File: config.mk
export PLATFORM = sky130hd
export DESIGN_NAME = register_writeback
export DESIGN_NICKNAME = d
export VERILOG_FILES = /design/src/rtl/wb_pkg.sv /design/src/rtl/regfile_1w.sv /design/src/rtl/register_writeback.sv
export SDC_FILE = /design/constraint.sdc
export NUM_CORES = 2
export LEC_CHECK = 0
export CORE_AREA = 2 2 508 510
export DETAILED_ROUTE_END_ITERATION = 10
export DIE_AREA = 0 0 510 512
export MAX_ROUTING_LAYER = met4
export PLACE_DENSITY_LB_ADDON = 0.08
export SETUP_SLACK_MARGIN = 0.4
export SLEW_MARGIN = 20
export SYNTH_ARGS = -nofsm -noshare
export SYNTH_HDL_FRONTEND = slang
export SYNTH_HIERARCHICAL = 1
export SYNTH_SLANG_ARGS = --single-unit
File: constraint.sdc
create_clock -name clk -period 5.5 [get_ports clk]
set_input_delay 1.1 -clock clk [delete_from_list [all_inputs] [get_ports clk]]
set_output_delay 1.1 -clock clk [all_outputs]
set_load 0.01 [all_outputs]
File: src/rtl/wb_pkg.sv
// rtl/wb_pkg.sv - shared types and helpers for the register writeback stage
package wb_pkg;

  typedef logic [3:0]  reg_idx_t;
  typedef logic [63:0] reg_val_t;

  typedef enum logic [1:0] {
    IDLE,
    WR_DEST,
    WR_SPECIAL,
    WR_RSP
  } wb_state_t;

  localparam reg_idx_t RSP_IDX = 4'd4;

  typedef struct packed {
    logic     valid;
    reg_idx_t idx;
    reg_val_t val;
  } wb_write_t;

  typedef struct packed {
    wb_write_t dest;
    wb_write_t special;
    wb_write_t rsp;
  } wb_req_t;

  // First requested write state strictly after 'from' in the drain order
  // DEST -> SPECIAL -> RSP; IDLE as 'from' means "start of the instruction".
  function automatic wb_state_t nextWriteState(input wb_req_t r, input wb_state_t from);
    wb_state_t s;
    s = IDLE;
    if (from == IDLE && r.dest.valid) begin
      s = WR_DEST;
    end else if ((from == IDLE || from == WR_DEST) && r.special.valid) begin
      s = WR_SPECIAL;
    end else if (from != WR_RSP && r.rsp.valid) begin
      s = WR_RSP;
    end
    return s;
  endfunction

endpackage

File: src/rtl/regfile_1w.sv
// rtl/regfile_1w.sv - 16x64 architectural register file, one write port, full read-out
module regfile_1w
  import wb_pkg::*;
#(
  parameter int       RSP_INDEX = 4,
  parameter reg_val_t RSP_RESET = '0
) (
  input  logic     clk,
  input  logic     reset,
  input  logic     writeEn,
  input  reg_idx_t writeIdx,
  input  reg_val_t writeVal,
  output reg_val_t regs [16]
);

  reg_val_t store [16];

  // Storage: RSP comes out of reset at its own value, everything else at zero
  always_ff @(posedge clk or negedge reset) begin
    if (!reset) begin
      for (int i = 0; i < 16; i++) begin
        store[i] <= (i == RSP_INDEX) ? RSP_RESET : '0;
      end
    end else if (writeEn) begin
      store[writeIdx] <= writeVal;
    end
  end

  assign regs = store;

endmodule

File: src/rtl/register_writeback.sv
// rtl/register_writeback.sv - drains up to three register writes per retiring instruction
module register_writeback
  import wb_pkg::*;
#(
  parameter int       NUM_REGS  = 16,
  parameter int       DATA_W    = 64,
  parameter int       RSP_INDEX = 4,
  parameter reg_val_t RSP_RESET = 64'h0
) (
  input  logic              clk,
  input  logic              reset,
  input  logic              canWriteIn,
  input  logic [3:0]        destRegIn,
  input  logic              destRegValidIn,
  input  logic [63:0]       destValIn,
  input  logic [3:0]        destRegisterSpecialIn,
  input  logic              destRegisterSpecialValidIn,
  input  logic [63:0]       destValSpecialIn,
  input  logic              rspUpdateValidIn,
  input  logic [63:0]       rspValIn,
  output logic [DATA_W-1:0] registerFileOut [NUM_REGS],
  output logic [NUM_REGS-1:0] pendingMaskOut,
  output logic              wbStallOut,
  output logic [63:0]       retireCountOut,
  output logic              writeBusyOut
);

  wb_state_t  state, nextState;
  wb_req_t    hold, incoming;
  logic [63:0] retireCount;
  logic       lastWrite, wbStall, accept, acceptNoWrite;
  logic       writeEn;
  reg_idx_t   writeIdx;
  reg_val_t   writeVal;
  logic [NUM_REGS-1:0] mask;

  // Pack the retiring instruction's three write requests
  always_comb begin
    incoming               = '0;
    incoming.dest.valid    = destRegValidIn;
    incoming.dest.idx      = destRegIn;
    incoming.dest.val      = destValIn;
    incoming.special.valid = destRegisterSpecialValidIn;
    incoming.special.idx   = destRegisterSpecialIn;
    incoming.special.val   = destValSpecialIn;
    incoming.rsp.valid     = rspUpdateValidIn;
    incoming.rsp.idx       = reg_idx_t'(RSP_INDEX);
    incoming.rsp.val       = rspValIn;
  end

  // The last write cycle frees the stage, so a new instruction can enter on the same edge
  assign lastWrite     = (state != IDLE) && (nextWriteState(hold, state) == IDLE);
  assign wbStall       = (state != IDLE) && !lastWrite;
  assign accept        = canWriteIn && !wbStall;
  assign acceptNoWrite = accept && (nextWriteState(incoming, IDLE) == IDLE);

  // State register
  always_ff @(posedge clk or negedge reset) begin
    if (!reset) state <= IDLE;
    else        state <= nextState;
  end

  // Next state: keep draining the held instruction, else start the newly accepted one
  always_comb begin
    nextState = IDLE;
    if (wbStall)     nextState = nextWriteState(hold, state);
    else if (accept) nextState = nextWriteState(incoming, IDLE);
  end

  // Outputs: write port selection and pending mask of current plus remaining writes
  always_comb begin
    writeEn  = 1'b0;
    writeIdx = '0;
    writeVal = '0;
    mask     = '0;
    unique case (state)
      WR_DEST:    begin writeEn = 1'b1; writeIdx = hold.dest.idx;    writeVal = hold.dest.val;    end
      WR_SPECIAL: begin writeEn = 1'b1; writeIdx = hold.special.idx; writeVal = hold.special.val; end
      WR_RSP:     begin writeEn = 1'b1; writeIdx = hold.rsp.idx;     writeVal = hold.rsp.val;     end
      default:    ;
    endcase
    if (state == WR_DEST) mask[hold.dest.idx] = 1'b1;
    if ((state == WR_DEST || state == WR_SPECIAL) && hold.special.valid) mask[hold.special.idx] = 1'b1;
    if (state != IDLE && hold.rsp.valid) mask[hold.rsp.idx] = 1'b1;
  end

  // Holding register captures the whole instruction on accept
  always_ff @(posedge clk or negedge reset) begin
    if (!reset)      hold <= '0;
    else if (accept) hold <= incoming;
  end

  // Retire counter: one per finished instruction; an old finish and a no-write accept can coincide
  always_ff @(posedge clk or negedge reset) begin
    if (!reset) retireCount <= '0;
    else        retireCount <= retireCount + {63'b0, lastWrite} + {63'b0, acceptNoWrite};
  end

  regfile_1w #(
    .RSP_INDEX (RSP_INDEX),
    .RSP_RESET (RSP_RESET)
  ) uRegfile (
    .clk      (clk),
    .reset    (reset),
    .writeEn  (writeEn),
    .writeIdx (writeIdx),
    .writeVal (writeVal),
    .regs     (registerFileOut)
  );

  assign pendingMaskOut = mask;
  assign wbStallOut     = wbStall;
  assign retireCountOut = retireCount;
  assign writeBusyOut   = (state != IDLE);

endmodule

==> metrics.txt <==
total via count in the routed design=around 33000; Worst EP arrival=about 3200 ps; reg-to-reg critical path endpoint=uRegfile/regs[884]; critical path start-end classification=flip-flop to output port; cell leakage power=roughly 32 nW; final max-slew violation count=0; Synth area leaders=dfrtp_1 (65%), mux2_2 (28%), a222oi_1 (1.3%); final hold violation count=0; power density of the placed cells=between 600 and 700 nW/um2; leading cell type in the layout, fill and taps excluded=clkdlybuf4s50_1; cell area reported after detailed placement=slightly below 70000 um2; ys flop type=dfrtp_1; CTS root buf=clkbuf_16; post-CTS setup repair buffer count=0; P&R area growth vs syn=46.7%; Die Footprint=~260000 um2; Remaining Overflow, GRT=0; CTS Buffer Depth=3; top fanout value on the critical path=4; fmax=roughly 230 MHz; share of flip-flops with an asynchronous set or reset after synthesis=100%; core region area=256000 um2; CTS resizes=0; Port Buffer Count=1311; worst slew margin relative to its limit=roughly 28%; actual transition at the worst max-transition pin=approximately 1100 ps; family with the most delay on the worst path=buffers and inverters; post-route ant nets=0; area share of the leading cell type in the synthesized netlist=between 60% and 70%; synth unique cells=48; gate count of the mapped netlist=around 3200; final core utilization=28.7%; clock buffers created by TritonCTS=164; hold_buf cts=0; final design instance area without fill=73500 um2; # rows=approximately 190; class of the tightest hold or removal check=input pin to asynchronous set/reset pin; maximum level of the CTS H-tree=4; global router's overall resource usage=18.8%; number of vias per cell after detailed routing=4.12; multi-input combinational cell area=roughly 17000 um2; total of flip-flops plus latches after synthesis=around 1300; Seq. cell area=32400 um2; critical path launch point type=flip-flop; minimum setup slack among reg-to-reg paths=around 1300 ps; Warnings, synthesis=6; CP max-delay cell=clkdlybuf4s50_1; nets@finish=roughly 4700; clock insertion delay at the later pin of the skew report=between 800 and 900 ps; result of the run=completed; first-pass detailed-route iteration total=7; post-synth top area cell=dfrtp_1; critical-path cell list=inv_1 > ha_1 > nand2_1 > or3_1 > o221ai_1 > clkdlybuf4s50_1; worst IR drop on VDD=0.334 mV; Die Ht=slightly above 500 um; fraction of layout instances using a drive strength above 1=between 30% and 40%; TritonCTS clock tree=built; post-synthesis sequential area ratio=64.6%; buffer and inverter count on the worst path=2; number of filler cells placed in the layout=around 26000; drt drc=0; Clock transition at path regs=about 50 ps; first-pass GRT wire length=roughly 330 mm; top library cells by usage in the layout, fill and taps aside=clkdlybuf4s50_1 (1310), dfrtp_1 (1293), mux2_2 (1226); cell area after synthesis=approximately 50000 um2; number of cell instances on the worst register-to-register path=8; Post-Route Skew=52.7 ps; Tmin final=~4300 ps; CP max stage delay=between 600 and 700 ps; Routed Wire Length=between 200 and 250 mm; starting DRC count in detailed routing=approximately 1800; boundary pin count=about 1300; final RePlAce weighted congestion=roughly 0.77; unrepaired setup endpoints after global routing=no; Setup Viol. Count Final=0; largest net degree at the start of global routing=between 100 and 150; syn nets=approximately 3400; type of destination of the critical path=output port; via count of the first global-routing pass=approximately 35000; antenna violations before repair=139; Post-synth EDFFs=0; critical register-to-register path startpoint=state[0]; Max-cap violations=0; CTS Sinks=between 1000 and 1500; initial cell density of the core=19.6%; horizontal die dimension=between 500 and 600 um; hpwl dp=about 170 mm; DR WL/cell=about 30 um; critical path required time=4400 ps; aggregate negative setup slack=0 ps; final worst-path cycle share=between 70 and 80%; synthesized area per cell=between 15 and 20 um2
Yosys cell counts, types with 16 or more instances:
| cell | n |
|---|---|
| a222oi_1 | 65 |
| buf_2 | 101 |
| clkbuf_1 | 91 |
| dfrtp_1 | 1293 |
| mux2_2 | 1226 |
| nand2_1 | 35 |
| nand3_1 | 16 |
| nand4_1 | 18 |
| nor2_1 | 85 |
| xnor2_1 | 31 |
| xor2_1 | 31 |
metrics by stage:
step | total power [mW] | std cells | hold WS, ps | setup WS, ps
finish | 44.7 | 8121 | 158 | 1220
global route | 47.1 | 8111 | 147 | 977
CTS | 45.8 | 8031 | 172 | 1100
detailed placement | 34.5 | 7740 | 473 | 1040
global placement | 34.4 | 7740 | 462 | 1000
floorplan | 22.6 | 3155 | 479 | 2580
per-layer routing:
| metal | track usage (%) | routed length, um | vias to the layer above | share of wire, % |
|---|---|---|---|---|
| met4 | 6.11 | 6190 | 0 | 2.5 |
| met1 | 21.5 | 98200 | 17600 | 40 |
| met5 | - | 0 | - | 0 |
| li1 | - | - | 14200 | - |
| met3 | 8.38 | 24200 | 358 | 9.9 |
| met2 | 29.2 | 116000 | 1249 | 47 |
worst max path at each step:
stage / startpoint / end / slack (ps) / cells past startpoint
final: state[0] / pendingMaskOut[4] / 1220 / 6
after global routing: state[1] / retireCountOut[54] / 980 / 13
after CTS: state[0] / pendingMaskOut[4] / 1100 / 6
after detailed placement: canWriteIn / retireCountOut[40] / 1040 / 9
after global placement: canWriteIn / retireCountOut[54] / 1000 / 9
after floorplan: destRegValidIn / retireCountOut[34] / 2580 / 9
sequential cells by signal, summed over array words and instances, names as in the netlist:
signal	count
retireCountOut	64
uRegfile/regs	1024
hold	203
state	2
cells by family after synthesis:
family | count (synthesis) | synth area share [%]
AO/OA/AOI/OAI | 89 | 1.61
flip-flops | 1293 | 64.6
multiplexers | 1226 | 27.6
XOR/XNOR | 62 | 1.08
AND/OR/NAND/NOR | 242 | 2.71
buffers and inverters | 236 | 2.28
adder cells (fa/ha/maj) | 7 | 0.190
final cells by class:
cell class | count | share of cell area (%)
diodes | 90 | 0.306
clock buffers | 257 | 6.59
clock inverters | 34 | 0.790
inverters | 14 | 0.0715
multi-input cells | 1626 | 22.9
flip-flops and latches | 1293 | 44.0
well taps | 3384 | 5.76
repair buffers | 1423 | 19.6
power by group:
part	leakage [nW]	switching, mW	internal [mW]	total [mW]
Sequential	17.1	1.84	12.8	14.7
Clock	2.64	4.54	6.40	10.9
Combinational	12.6	10.2	8.88	19.1
Total	32.4	16.6	28.1	44.7
Note: power is estimated with default switching activity, not from simulation.
